## config.mk

```make
export PLATFORM = sky130hd
export DESIGN_NAME = idli_pin_unit
export DESIGN_NICKNAME = d
export VERILOG_FILES = /design/src/rtl/idli_pin_unit.sv
export SDC_FILE = /design/constraint.sdc
export NUM_CORES = 1
export LEC_CHECK = 0
export BUFFER_PORTS_ARGS = -buffer_cell sky130_fd_sc_hd__buf_2
export CELL_PAD_IN_SITES_DETAIL_PLACEMENT = 1
export CELL_PAD_IN_SITES_GLOBAL_PLACEMENT = 1
export CORE_ASPECT_RATIO = 1.4
export CORE_MARGIN = 5
export CORE_UTILIZATION = 39
export DETAILED_ROUTE_END_ITERATION = 16
export PLACE_DENSITY = 0.75
export SYNTH_ARGS = -nofsm -noshare
export SYNTH_HDL_FRONTEND = slang
export SYNTH_SLANG_ARGS = --single-unit
```

## constraint.sdc

```tcl
create_clock -name i_clk -period 2.1 [get_ports i_clk]
set_input_delay 0.525 -clock i_clk [delete_from_list [all_inputs] [get_ports i_clk]]
set_output_delay 0.525 -clock i_clk [all_outputs]
set_load 0.02 [all_outputs]
```

## src/rtl/idli_pin_unit.sv

```systemverilog
// idli_pin_unit: slice-serial general-purpose pin unit for the idli core.
// Executes PIN_OP_IN / PIN_OP_OUT / PIN_OP_OUTN / PIN_OP_OUTP over the
// four-cycle, 4-bit-slice datapath and feeds the PIPE_IO result leg.
//
// Optional feature: define IDLI_PIN_EDGE_EN to build sticky rising-edge
// capture. IN then returns {zext8(edge), zext8(sync)}. With the feature
// enabled NUM_PINS must be 1..8; otherwise 1..16.
//
// pin_op_t encoding: IN=0, OUT=1, OUTN=2, OUTP=3.

module idli_pin_unit #(
   parameter int                  NUM_PINS    = 4,
   parameter int                  SYNC_STAGES = 2,
   parameter logic [NUM_PINS-1:0] RST_PINS    = '0
) (
   input  logic                i_clk,
   input  logic                i_rst,
   input  logic [1:0]          i_ctr,
   input  logic                i_vld,
   input  logic [1:0]          i_op,
   input  logic [3:0]          i_data,
   input  logic                i_p,
   output logic [3:0]          o_data,
   input  logic [NUM_PINS-1:0] i_pins,
   output logic [NUM_PINS-1:0] o_pins
);

   typedef enum logic [1:0] {
      PIN_OP_IN   = 2'd0,
      PIN_OP_OUT  = 2'd1,
      PIN_OP_OUTN = 2'd2,
      PIN_OP_OUTP = 2'd3
   } pin_op_t;

   typedef enum logic {
      ST_IDLE = 1'b0,
      ST_BUSY = 1'b1
   } state_t;

   state_t                                r_state;
   state_t                                w_stateNext;
   pin_op_t                               r_op;
   logic [3:0]                            r_idx;
   logic                                  r_outBit;
   logic [15:0]                           r_snap;
   logic [SYNC_STAGES-1:0][NUM_PINS-1:0]  r_sync;
   logic [NUM_PINS-1:0]                   r_pins;
   logic [NUM_PINS-1:0]                   w_sync;
   logic [15:0]                           w_inValue;
   logic                                  w_accept;
   logic                                  w_commit;
   logic                                  w_pinVal;

`ifdef IDLI_PIN_EDGE_EN
   logic [NUM_PINS-1:0]                   r_edge;
   logic [NUM_PINS-1:0]                   r_syncDly;
   logic [NUM_PINS-1:0]                   w_edgeRise;
   logic [NUM_PINS-1:0]                   w_edgeClr;
`endif

   // The last synchroniser stage is the only view of the pins the core sees.
   assign w_sync = r_sync[SYNC_STAGES-1];

   // An op is taken only at slice 0 while idle; commit is the slice-3 cycle.
   assign w_accept = (r_state == ST_IDLE) && (i_ctr == 2'd0) && i_vld;
   assign w_commit = (r_state == ST_BUSY) && (i_ctr == 2'd3);

   assign o_pins = r_pins;

   // Shift the external pins through the synchroniser chain.
   always_ff @(posedge i_clk or posedge i_rst) begin
      if (i_rst) begin
         r_sync <= '0;
      end else begin
         for (int s = SYNC_STAGES - 1; s > 0; s--) begin
            r_sync[s] <= r_sync[s-1];
         end
         r_sync[0] <= i_pins;
      end
   end

`ifdef IDLI_PIN_EDGE_EN
   // A 0->1 transition of a synchronised pin is a rising edge.
   assign w_edgeRise = w_sync & ~r_syncDly;

   // Only the flags an IN op actually returned are cleared at its commit.
   always_comb begin
      w_edgeClr = '0;
      if (w_commit && (r_op == PIN_OP_IN)) begin
         w_edgeClr = r_snap[8 +: NUM_PINS];
      end
   end

   // Sticky edge flags; a rise in the commit cycle beats the clear.
   always_ff @(posedge i_clk or posedge i_rst) begin
      if (i_rst) begin
         r_edge    <= '0;
         r_syncDly <= '0;
      end else begin
         r_edge    <= (r_edge & ~w_edgeClr) | w_edgeRise;
         r_syncDly <= w_sync;
      end
   end
`endif

   // Assemble the 16-bit value an IN op returns from the live pin state.
   always_comb begin
      w_inValue = '0;
      for (int i = 0; i < NUM_PINS; i++) begin
         w_inValue[i] = w_sync[i];
      end
`ifdef IDLI_PIN_EDGE_EN
      for (int i = 0; i < NUM_PINS; i++) begin
         w_inValue[8+i] = r_edge[i];
      end
`endif
   end

   // State register: idle until an op is accepted, busy through slice 3.
   always_ff @(posedge i_clk or posedge i_rst) begin
      if (i_rst) begin
         r_state <= ST_IDLE;
      end else begin
         r_state <= w_stateNext;
      end
   end

   // Next-state logic; i_vld outside slice 0 never starts an op.
   always_comb begin
      w_stateNext = r_state;
      case (r_state)
         ST_IDLE: if (w_accept) w_stateNext = ST_BUSY;
         ST_BUSY: if (i_ctr == 2'd3) w_stateNext = ST_IDLE;
         default: w_stateNext = ST_IDLE;
      endcase
   end

   // Result slices: slice 0 is live from sync, slices 1..3 from the snapshot.
   always_comb begin
      o_data = 4'h0;
      case (r_state)
         ST_IDLE: begin
            if (w_accept && (pin_op_t'(i_op) == PIN_OP_IN)) begin
               o_data = w_inValue[3:0];
            end
         end
         ST_BUSY: begin
            if (r_op == PIN_OP_IN) begin
               case (i_ctr)
                  2'd1:    o_data = r_snap[7:4];
                  2'd2:    o_data = r_snap[11:8];
                  2'd3:    o_data = r_snap[15:12];
                  default: o_data = 4'h0;
               endcase
            end
         end
         default: o_data = 4'h0;
      endcase
   end

   // Latch op, pin index, snapshot and the OUT operand bit as slices arrive.
   always_ff @(posedge i_clk or posedge i_rst) begin
      if (i_rst) begin
         r_op     <= PIN_OP_IN;
         r_idx    <= 4'h0;
         r_outBit <= 1'b0;
         r_snap   <= '0;
      end else begin
         if (w_accept) begin
            r_op   <= pin_op_t'(i_op);
            r_idx  <= i_data;
            r_snap <= w_inValue;
         end
         if ((r_state == ST_BUSY) && (i_ctr == 2'd1)) begin
            r_outBit <= i_data[0];
         end
      end
   end

   // Value an output op drives onto its pin at commit.
   always_comb begin
      w_pinVal = 1'b0;
      case (r_op)
         PIN_OP_OUT:  w_pinVal = r_outBit;
         PIN_OP_OUTP: w_pinVal = i_p;
         PIN_OP_OUTN: w_pinVal = ~i_p;
         default:     w_pinVal = 1'b0;
      endcase
   end

   // Output pins change only at commit; an index with no matching pin
   // falls through the loop and the write is dropped.
   always_ff @(posedge i_clk or posedge i_rst) begin
      if (i_rst) begin
         r_pins <= RST_PINS;
      end else if (w_commit && (r_op != PIN_OP_IN)) begin
         for (int i = 0; i < NUM_PINS; i++) begin
            if (r_idx == 4'(i)) begin
               r_pins[i] <= w_pinVal;
            end
         end
      end
   end

endmodule
```

==> metrics.md, run 1 <==
| Metric | Value |
|---|---|
| Status | `finished, final reports clean` |
| CP Capture Type | `primary output` |
| Hold Path Class | `in -> async` |
| Buffers added on ports | `23` |
| Peak VDD IR | `0.000475 V` |
| DP HPWL | `1250 um` |
| GPL Wtd Cong | `0.737` |
| Antenna Violating Nets Remaining | `0` |
| Die height | `63.6 um` |
| Mapped Cells | `53` |
| Minimum clock period | `2.05 ns` |
| DR vias/cell | `5.26` |
| Synthesis-to-layout area growth | `26.3%` |
| # DRC | `0` |
| # hold bufs at CTS | `0` |
| Slew HR | `0.513` |
| YS warnings | `0` |
| Critical-path maximum fanout | `6` |
| Area contributors post-synth | `dfrtp_1 (63%), mux2_2 (13%), and2_1 (3.1%)` |
| Part of the cycle the worst path needs | `0.978` |
| Fin. max-slew vios | `0` |
| CTS Root Buffer Type | `clkbuf_4` |
| Die area | `3070 um^2` |
| Via count | `542` |
| Mean Syn Cell Area | `15.1 um^2` |
| Top FF cell, synth | `dfrtp_1` |
| Crit-path leading delay family | `simple AND/OR/NAND/NOR gates` |
| Core area | `1970 um^2` |
| Startpoint Class | `input port` |
| DP Area | `950 um^2` |
| R2R cell count | `4` |
| Post-synth EDFFs | `0` |
| Share of the synthesized area in the top cell type | `0.625` |
| Clk buf depth | `2` |
| Cell Area, Synth | `801 um^2` |
| Ant diodes | `0` |
| Final setup viols | `0` |
| Register area share after synthesis | `0.625` |
| Fmax | `487 MHz` |
| Fin. Hold Viols | `0` |
| Largest net degree at the start of global routing | `21` |
| LEAKAGE | `0.000502 uW` |
| CP required | `1.57 ns` |
| Final Total Pwr | `845 uW` |
| Die width | `48.3 um` |
| Final nets | `100` |
| Worst-skew pair later-pin latency | `0.30 ns` |
| # IOs | `24` |
| Worst Path Buf+Inv | `2` |
| Worst path depth | `5` |
| Least-Margin Pin Slew | `0.730 ns` |
| H-tree levels | `1` |
| CP max stage delay | `0.30 ns` |
| Initial DRC Count | `8` |
| CTS tree | `built` |
| Total CTS buffers | `3` |
| Power per cell area | `836 nW/um^2` |
| Effective utilization at floorplan | `0.406` |
| Antenna violations before repair | `0` |
| CP Class | `in -> out` |
| Async S/R FF share, synth | `1.00` |
| Leading area contributor after synthesis | `dfrtp_1` |
| GRT Total Usage | `0.127` |
| Synth Register Bits | `20` |
| Pre-antenna DRT Iters | `3` |
| DR WL/cell | `15.5 um` |
| Critical Path Slowest Stage Cell | `nor4b_4` |
| Max-cap violations | `0` |
| First-pass GRT wire length | `2650 um` |
| Via count of the first global-routing pass | `612` |
| RSZ-0062 raised after global routing | `yes` |
| Cell Rows | `19` |
| Post-Route Skew | `0.0113 ns` |
| CP Data Arrival Time | `1.53 ns` |
| Congestion Overflow GR | `0` |
| Cells along the critical path | `buf_2 -> nor4b_4 -> nor3b_4 -> and2_1 -> buf_6` |
| Clock Sinks | `20` |
| Netlist cell types | `19` |
| Share of layout cells above drive strength 1 | `0.512` |
| Worst-path clk slew | `0.11 ns` |
| Post-Syn Nets | `69` |
| Final Cell Area | `1010 um^2` |
| Routed wire length | `1600 um` |
worst paths after layout:
check	start	to	slack, ns
setup / recovery	i_ctr[1]	o_data[3]	0.05
hold / removal	i_rst	o_pins[2]	0.32
setup reg to reg	r_state	r_op[1]	0.69
hold reg to reg	r_sync[0]	w_sync[0]	0.36
max in group asynchronous	i_rst	w_sync[2]	1.31
min in group i_clk	i_pins[1]	r_sync[1]	0.33
per-stage QoR:
| step | utilization | hold WS, ns | cells | worst slack [ns] | setup TNS [ns] |
|---|---|---|---|---|---|
| floorplan | - | 0.331 | 53 | 0.132 | 0 |
| global placement | 0.481 | 0.332 | 98 | 0.0834 | 0 |
| detailed placement | 0.481 | 0.336 | 98 | 0.0532 | 0 |
| CTS | 0.505 | 0.319 | 102 | 0.0380 | 0 |
| global route | 0.512 | 0.306 | 103 | -0.0786 | -0.292 |
| finish | 0.512 | 0.324 | 103 | 0.0471 | 0 |
power by group:
group	internal, uW	leakage, uW	total, uW	switching (uW)
logic	90.5	0.000245	173	82.8
clock network	66.9	0.0000138	176	109
registers	448	0.000244	496	47.5
total	606	0.000502	845	239
state kept, by name, indices dropped and copies added (netlist names):
| name | flops |
|---|---|
| r_sync | 4 |
| r_state | 1 |
| r_op | 2 |
| r_outBit | 1 |
| o_pins | 4 |
| r_idx | 4 |
| w_sync | 4 |
what timing repair did:
| action | CTS | global route |
|---|---|---|
| pin swaps | 1 | 0 |
| buffers inserted | 1 | 1 |
| gates resized for setup | 5 | 2 |
| setup endpoints to repair | 4 | 4 |
kinds of logic (layout without fill, tap and decap cells):
kind of cell | count (synthesis) | after routing | share of synthesized area
compound gates | 2 | 2 | 0.0250
buf+inv | 1 | 30 | 0.00468
flops | 20 | 20 | 0.625
mux | 13 | 13 | 0.180
simple gates | 17 | 17 | 0.166
metal layers:
| layer | vias to the layer above | routed length (um) | GRT usage |
|---|---|---|---|
| met5 | - | 0 | 0 |
| met4 | 0 | 55 | 0.0909 |
| met3 | 5 | 75 | 0.0285 |
| met2 | 12 | 898 | 0.201 |
| met1 | 275 | 571 | 0.138 |
| li1 | 250 | - | - |
area by class of cell:
cell class | count | area, um^2
fill | 223 | 962
multi-input combinational | 32 | 303
timing repair buffer | 26 | 155
inverter | 1 | 3.75
sequential | 20 | 500
clock buffer | 3 | 22.5
tap | 21 | 26.3
synthesized netlist by cell type (all sizes together), types with 2 or more instances:
cell / count
mux2i: 2
nor2: 2
nor4b: 2
dfrtp: 20
nand2: 2
nor3b: 2
and2: 4
mux2: 11
cell usage in the layout (no fill, tap or decap):
| cell | instances |
|---|---|
| nor3b_1 | 1 |
| nor3b_4 | 1 |
| nand4b_1 | 1 |
| nor4b_2 | 1 |
| clkbuf_4 | 3 |
| nand4_1 | 1 |
| nand2b_1 | 1 |
| nand2_1 | 2 |
| inv_1 | 1 |
| a22o_2 | 1 |
| buf_4 | 5 |
| and2_1 | 4 |
| mux2_2 | 9 |
| nand3b_1 | 1 |
| nor2_1 | 2 |
| buf_6 | 2 |
| nor4b_4 | 1 |
| mux2i_1 | 2 |
| nand3_1 | 1 |
| buf_2 | 19 |
| dfrtp_1 | 20 |
| o211a_1 | 1 |
| mux2_1 | 2 |
(Power assumes the default switching activity.)
==> run 2, diff against run 1 <==
==> constraint.sdc (replaced) <==
create_clock -name i_clk -period 2.1 [get_ports i_clk]
set_input_delay 0.315 -clock i_clk [delete_from_list [all_inputs] [get_ports i_clk]]
set_output_delay 0.315 -clock i_clk [all_outputs]
set_load 0.02 [all_outputs]
==> metrics.md, run 2 (same netlist as run 1, synthesis figures left out) <==
| Metric | Value |
|---|---|
| Minimum clock period | `1.95 ns` |
| Part of the cycle the worst path needs | `0.929` |
| Effective utilization at floorplan | `0.406` |
| Final TNS setup | `0 ns` |
| Routed wire length | `1540 um` |
| Final Total Pwr | `885 uW` |
| First-pass GRT wire length | `2640 um` |
| Worst flop-to-flop path endpoint | `r_op[0]` |
| Cells along the critical path | `nor4b_4 -> nor3b_4 -> and2_1 -> buf_2` |
| Total CTS buffers | `3` |
| DR WL/cell | `15.1 um` |
| Slew HR | `0.516` |
| Post-Route Skew | `0.00562 ns` |
| Antenna violations before repair | `0` |
| Power per cell area | `892 nW/um^2` |
| Die height | `63.6 um` |
| Die width | `48.3 um` |
| Core area | `1970 um^2` |
| CP Capture Type | `primary output` |
| Startpoint Class | `register` |
| CTS Root Buffer Type | `clkbuf_4` |
| Ant diodes | `0` |
| Non-Filler Instances | `102` |
| Peak VDD IR | `0.000437 V` |
| Register Area | `500 um^2` |
| Worst path depth | `4` |
| Fillcell total | `224` |
| Via count of the first global-routing pass | `603` |
| DP HPWL | `1230 um` |
| Most frequent cells in the layout | `buf_2 (23), dfrtp_1 (20), mux2_2 (9)` |
| Critical Path Slowest Stage Cell | `dfrtp_1` |
| Hold Path Class | `in -> async` |
| Dpl cells | `98` |
| Fin. max-slew vios | `0` |
| LEAKAGE | `0.000498 uW` |
| Max-cap violations | `0` |
| Die area | `3070 um^2` |
| # DRC | `0` |
| Crit path launch | `r_state` |
| # hold bufs at CTS | `0` |
| Clk buf depth | `2` |
| Crit-path leading delay family | `simple AND/OR/NAND/NOR gates` |
| Pre-antenna DRT Iters | `2` |
| Fin. Hold Viols | `0` |
| Setup WS pre-CTS | `0.468 ns` |
| Util after Layout | `0.503` |
| Worst-path clk slew | `0.11 ns` |
| Share of layout cells above drive strength 1 | `0.506` |
| CP max stage delay | `0.45 ns` |
| Status | `finished, final reports clean` |
| Final nets | `98` |
| CP endpoint | `o_data[0]` |
| Final setup viols | `0` |
| # IOs | `24` |
| Worst Path Buf+Inv | `1` |
| Least-Margin Pin Slew | `0.726 ns` |
| Synthesis-to-layout area growth | `23.9%` |
| GRT Total Usage | `0.126` |
| Most common cell after layout, fill and taps aside | `buf_2` |
| Fmax | `512 MHz` |
| H-tree levels | `1` |
| RSZ-0062 raised after global routing | `no` |
| Reg2reg setup slack | `0.68 ns` |
| GPL Wtd Cong | `0.737` |
| Buffers added on ports | `23` |
| FF-to-FF Start | `r_state` |
| Final Worst Setup Slack | `0.148 ns` |
| Multi-input logic area | `303 um^2` |
| Resized cells post-CTS | `0` |
| Post-CTS Repair Setup Buffers | `0` |
| CP Data Arrival Time | `1.64 ns` |
| Congestion Overflow GR | `0` |
| CP required | `1.78 ns` |
| Clock Sinks | `20` |
| Antenna Violating Nets Remaining | `0` |
| Critical-path maximum fanout | `4` |
| CP Class | `reg -> out` |
| Cell Rows | `19` |
| R2R cell count | `3` |
| CTS tree | `built` |
| Via count | `525` |
| Initial DRC Count | `1` |
| Largest net degree at the start of global routing | `21` |
| DR vias/cell | `5.15` |
| Worst-skew pair later-pin latency | `0.31 ns` |
-- run 2: cell count changes in the layout (fill, tap and decap cells not counted) --
| cell | previous run | this run |
|---|---|---|
| buf_4 | 5 | 1 |
| buf_2 | 19 | 23 |
| buf_6 | 2 | 0 |
| clkbuf_8 | 0 | 1 |
-- run 2: per-stage QoR --
step / hold WS, ns / area (um^2)
after CTS: 0.0941 / 986
after global routing: 0.0883 / 992
after floorplan: 0.279 / 801
final: 0.109 / 992
after global placement: 0.333 / 950
after detailed placement: 0.336 / 950
-- run 2: layout make-up --
cell class,instances,share of cell area
clock buffers,4,0.0366
multi-input cells,32,0.305
well taps,21,0.0265
inverters,1,0.00378
repair buffers,24,0.124
flip-flops and latches,20,0.504
-- run 2: how the worst min path moves through the flow --
| stage | depth (start not counted) | end | start | slack [ns] |
|---|---|---|---|---|
| floorplan | 1 | o_pins[0] | i_rst | 0.28 |
| global route | 1 | r_sync[0] | i_pins[0] | 0.09 |
| finish | 2 | o_pins[3] | i_rst | 0.11 |
| global placement | 0 | w_sync[2] | r_sync[2] | 0.33 |
| detailed placement | 0 | w_sync[0] | r_sync[0] | 0.34 |
| CTS | 1 | r_sync[0] | i_pins[0] | 0.09 |
-- run 2: power breakdown --
part	switching (uW)	internal [uW]	total, uW	leakage [uW]
sequential	50.0	448	498	0.000244
combinational	78.8	86.1	165	0.000233
clock	116	106	222	0.0000210
-- run 2: per-layer routing --
layer / up-vias / global-route usage / wire, um
li1: 249 / - / -
met2: 12 / 0.188 / 828
met3: 6 / 0.0256 / 74
met1: 258 / 0.144 / 580
met5: - / 0 / 0
met4: 0 / 0.101 / 59
==> run 3, diff against run 2 <==
--- a/config.mk
+++ b/config.mk
@@ -10,9 +10,9 @@
 export CELL_PAD_IN_SITES_GLOBAL_PLACEMENT = 1
 export CORE_ASPECT_RATIO = 1.4
 export CORE_MARGIN = 5
-export CORE_UTILIZATION = 39
+export CORE_UTILIZATION = 42
 export DETAILED_ROUTE_END_ITERATION = 16
-export PLACE_DENSITY = 0.75
+export PLACE_DENSITY = 0.8
 export SYNTH_ARGS = -nofsm -noshare
 export SYNTH_HDL_FRONTEND = slang
 export SYNTH_SLANG_ARGS = --single-unit
==> constraint.sdc (replaced) <==
create_clock -name i_clk -period 2.4 [get_ports i_clk]
set_input_delay 0.36 -clock i_clk [delete_from_list [all_inputs] [get_ports i_clk]]
set_output_delay 0.36 -clock i_clk [all_outputs]
set_load 0.02 [all_outputs]
==> metrics.md, run 3 (same netlist as run 1, synthesis figures left out) <==
| Metric | Value |
|---|---|
| Final nets | `98` |
| Most frequent cells in the layout | `buf_2 (23), dfrtp_1 (20), mux2_2 (9)` |
| Resized cells post-CTS | `0` |
| Worst flop-to-flop path endpoint | `r_op[0]` |
| LEAKAGE | `0.000494 uW` |
| DP Area | `948 um^2` |
| R2R cell count | `3` |
| DR WL/cell | `15.6 um` |
| FF-to-FF Start | `r_state` |
| First-pass GRT wire length | `2610 um` |
| CP Class | `reg -> out` |
| Peak VDD IR | `0.000486 V` |
| Hold Path Class | `in -> reg` |
| Antenna violations before repair | `0` |
| Setup WS pre-CTS | `0.513 ns` |
| Die area | `2890 um^2` |
| Hold Path Stages | `1` |
| Register Area | `500 um^2` |
| Critical-path maximum fanout | `7` |
| Via count of the first global-routing pass | `581` |
| Antenna Violating Nets Remaining | `0` |
| Post-CTS Repair Setup Buffers | `0` |
| Die height | `61.7 um` |
| Total CTS buffers | `3` |
| CTS Root Buffer Type | `clkbuf_4` |
| Post-Route Skew | `0.00384 ns` |
| Pre-antenna DRT Iters | `3` |
| GRT Total Usage | `0.133` |
| Multi-input logic area | `297 um^2` |
| Startpoint Class | `register` |
| Most common cell after layout, fill and taps aside | `buf_2` |
| Ant diodes | `0` |
| DR vias/cell | `5.21` |
| Buffers added on ports | `23` |
| Congestion Overflow GR | `0` |
| Largest net degree at the start of global routing | `21` |
| H-tree levels | `1` |
| Status | `finished, final reports clean` |
| Clk buf depth | `2` |
| Initial DRC Count | `10` |
| Final setup viols | `0` |
| Fmax | `466 MHz` |
| CP required | `2.04 ns` |
| Hold Crit Start | `i_pins[3]` |
| Fin. max-slew vios | `0` |
| Final Total Pwr | `772 uW` |
| Least-Margin Pin Slew | `0.727 ns` |
| Die width | `46.9 um` |
| Min-Delay Endpoint | `r_sync[3]` |
| Slew HR | `0.515` |
| Dpl cells | `97` |
| Effective utilization at floorplan | `0.444` |
| CP Capture Type | `primary output` |
| Worst-skew pair later-pin latency | `0.30 ns` |
| Reg2reg setup slack | `1.01 ns` |
| Share of layout cells above drive strength 1 | `0.506` |
| Clock Sinks | `20` |
| Synthesis-to-layout area growth | `23.0%` |
| Minimum clock period | `2.15 ns` |
| Final Worst Setup Slack | `0.252 ns` |
| Fin. Hold Viols | `0` |
| # DRC | `0` |
| Fillcell total | `204` |
| Power per cell area | `784 nW/um^2` |
| Via count | `526` |
| Final TNS setup | `0 ns` |
| CTS tree | `built` |
| GPL Wtd Cong | `0.701` |
| Core area | `1800 um^2` |
| RSZ-0062 raised after global routing | `no` |
| Routed wire length | `1580 um` |
| Max-cap violations | `0` |
| # IOs | `24` |
| # hold bufs at CTS | `0` |
| Cell Rows | `18` |
| Worst-path clk slew | `0.11 ns` |
| Part of the cycle the worst path needs | `0.895` |
| Non-Filler Instances | `101` |
| CP Data Arrival Time | `1.79 ns` |
| Final Cell Area | `985 um^2` |
## run 3: cell counts in the layout (fill, tap and decap cells not counted)
No cell type changed its count.
## run 3: per-layer routing
layer / vias to the layer above / GRT usage / wire length [um]
met5: - / 0 / 0
met4: 0 / 0.0711 / 44
met3: 5 / 0.0263 / 92
met2: 16 / 0.231 / 861
met1: 259 / 0.148 / 580
li1: 246 / - / -
## run 3: worst max path at each step
| stage | startpoint | endpoint | slack, ns |
|---|---|---|---|
| 3_5_place_dp | i_ctr[0] | o_data[3] | 0.51 |
| 4_1_cts | r_state | o_data[3] | 0.21 |
| 3_3_place_gp | i_ctr[0] | o_data[0] | 0.60 |
| 5_1_grt | r_state | o_data[1] | 0.08 |
| 6_report | r_state | o_data[3] | 0.25 |
| 2_1_floorplan | r_state | o_data[0] | 0.68 |
## run 3: power by group
part / total [uW] / leakage (uW) / internal, uW / switching [uW]
Clock: 190 / 0.0000210 / 92.5 / 97.1
Sequential: 438 / 0.000244 / 392 / 45.4
Combinational: 144 / 0.000229 / 75.1 / 69.2
Total: 772 / 0.000494 / 560 / 212
## run 3: cell type report
| cell class | count | area share |
|---|---|---|
| Tap cell | 20 | 0.0254 |
| Timing Repair Buffer | 24 | 0.125 |
| Inverter | 1 | 0.00381 |
| Sequential cell | 20 | 0.508 |
| Clock buffer | 4 | 0.0368 |
| Multi-Input combinational cell | 32 | 0.301 |
## run 3: through the flow
step                      hold slack [ns]   util
after detailed placement            0.341  0.526
after CTS                           0.152  0.547
final                               0.158  0.547
after floorplan                     0.324      -
after global routing                0.138  0.547
after global placement              0.333  0.526
## run 3: critical path, stage by stage (launching register included)
cell and delay (ns):
dfrtp_1 0.45, nor4b_4 0.30, buf_4 0.20, nor3b_2 0.23, and2_1 0.16, buf_2 0.16
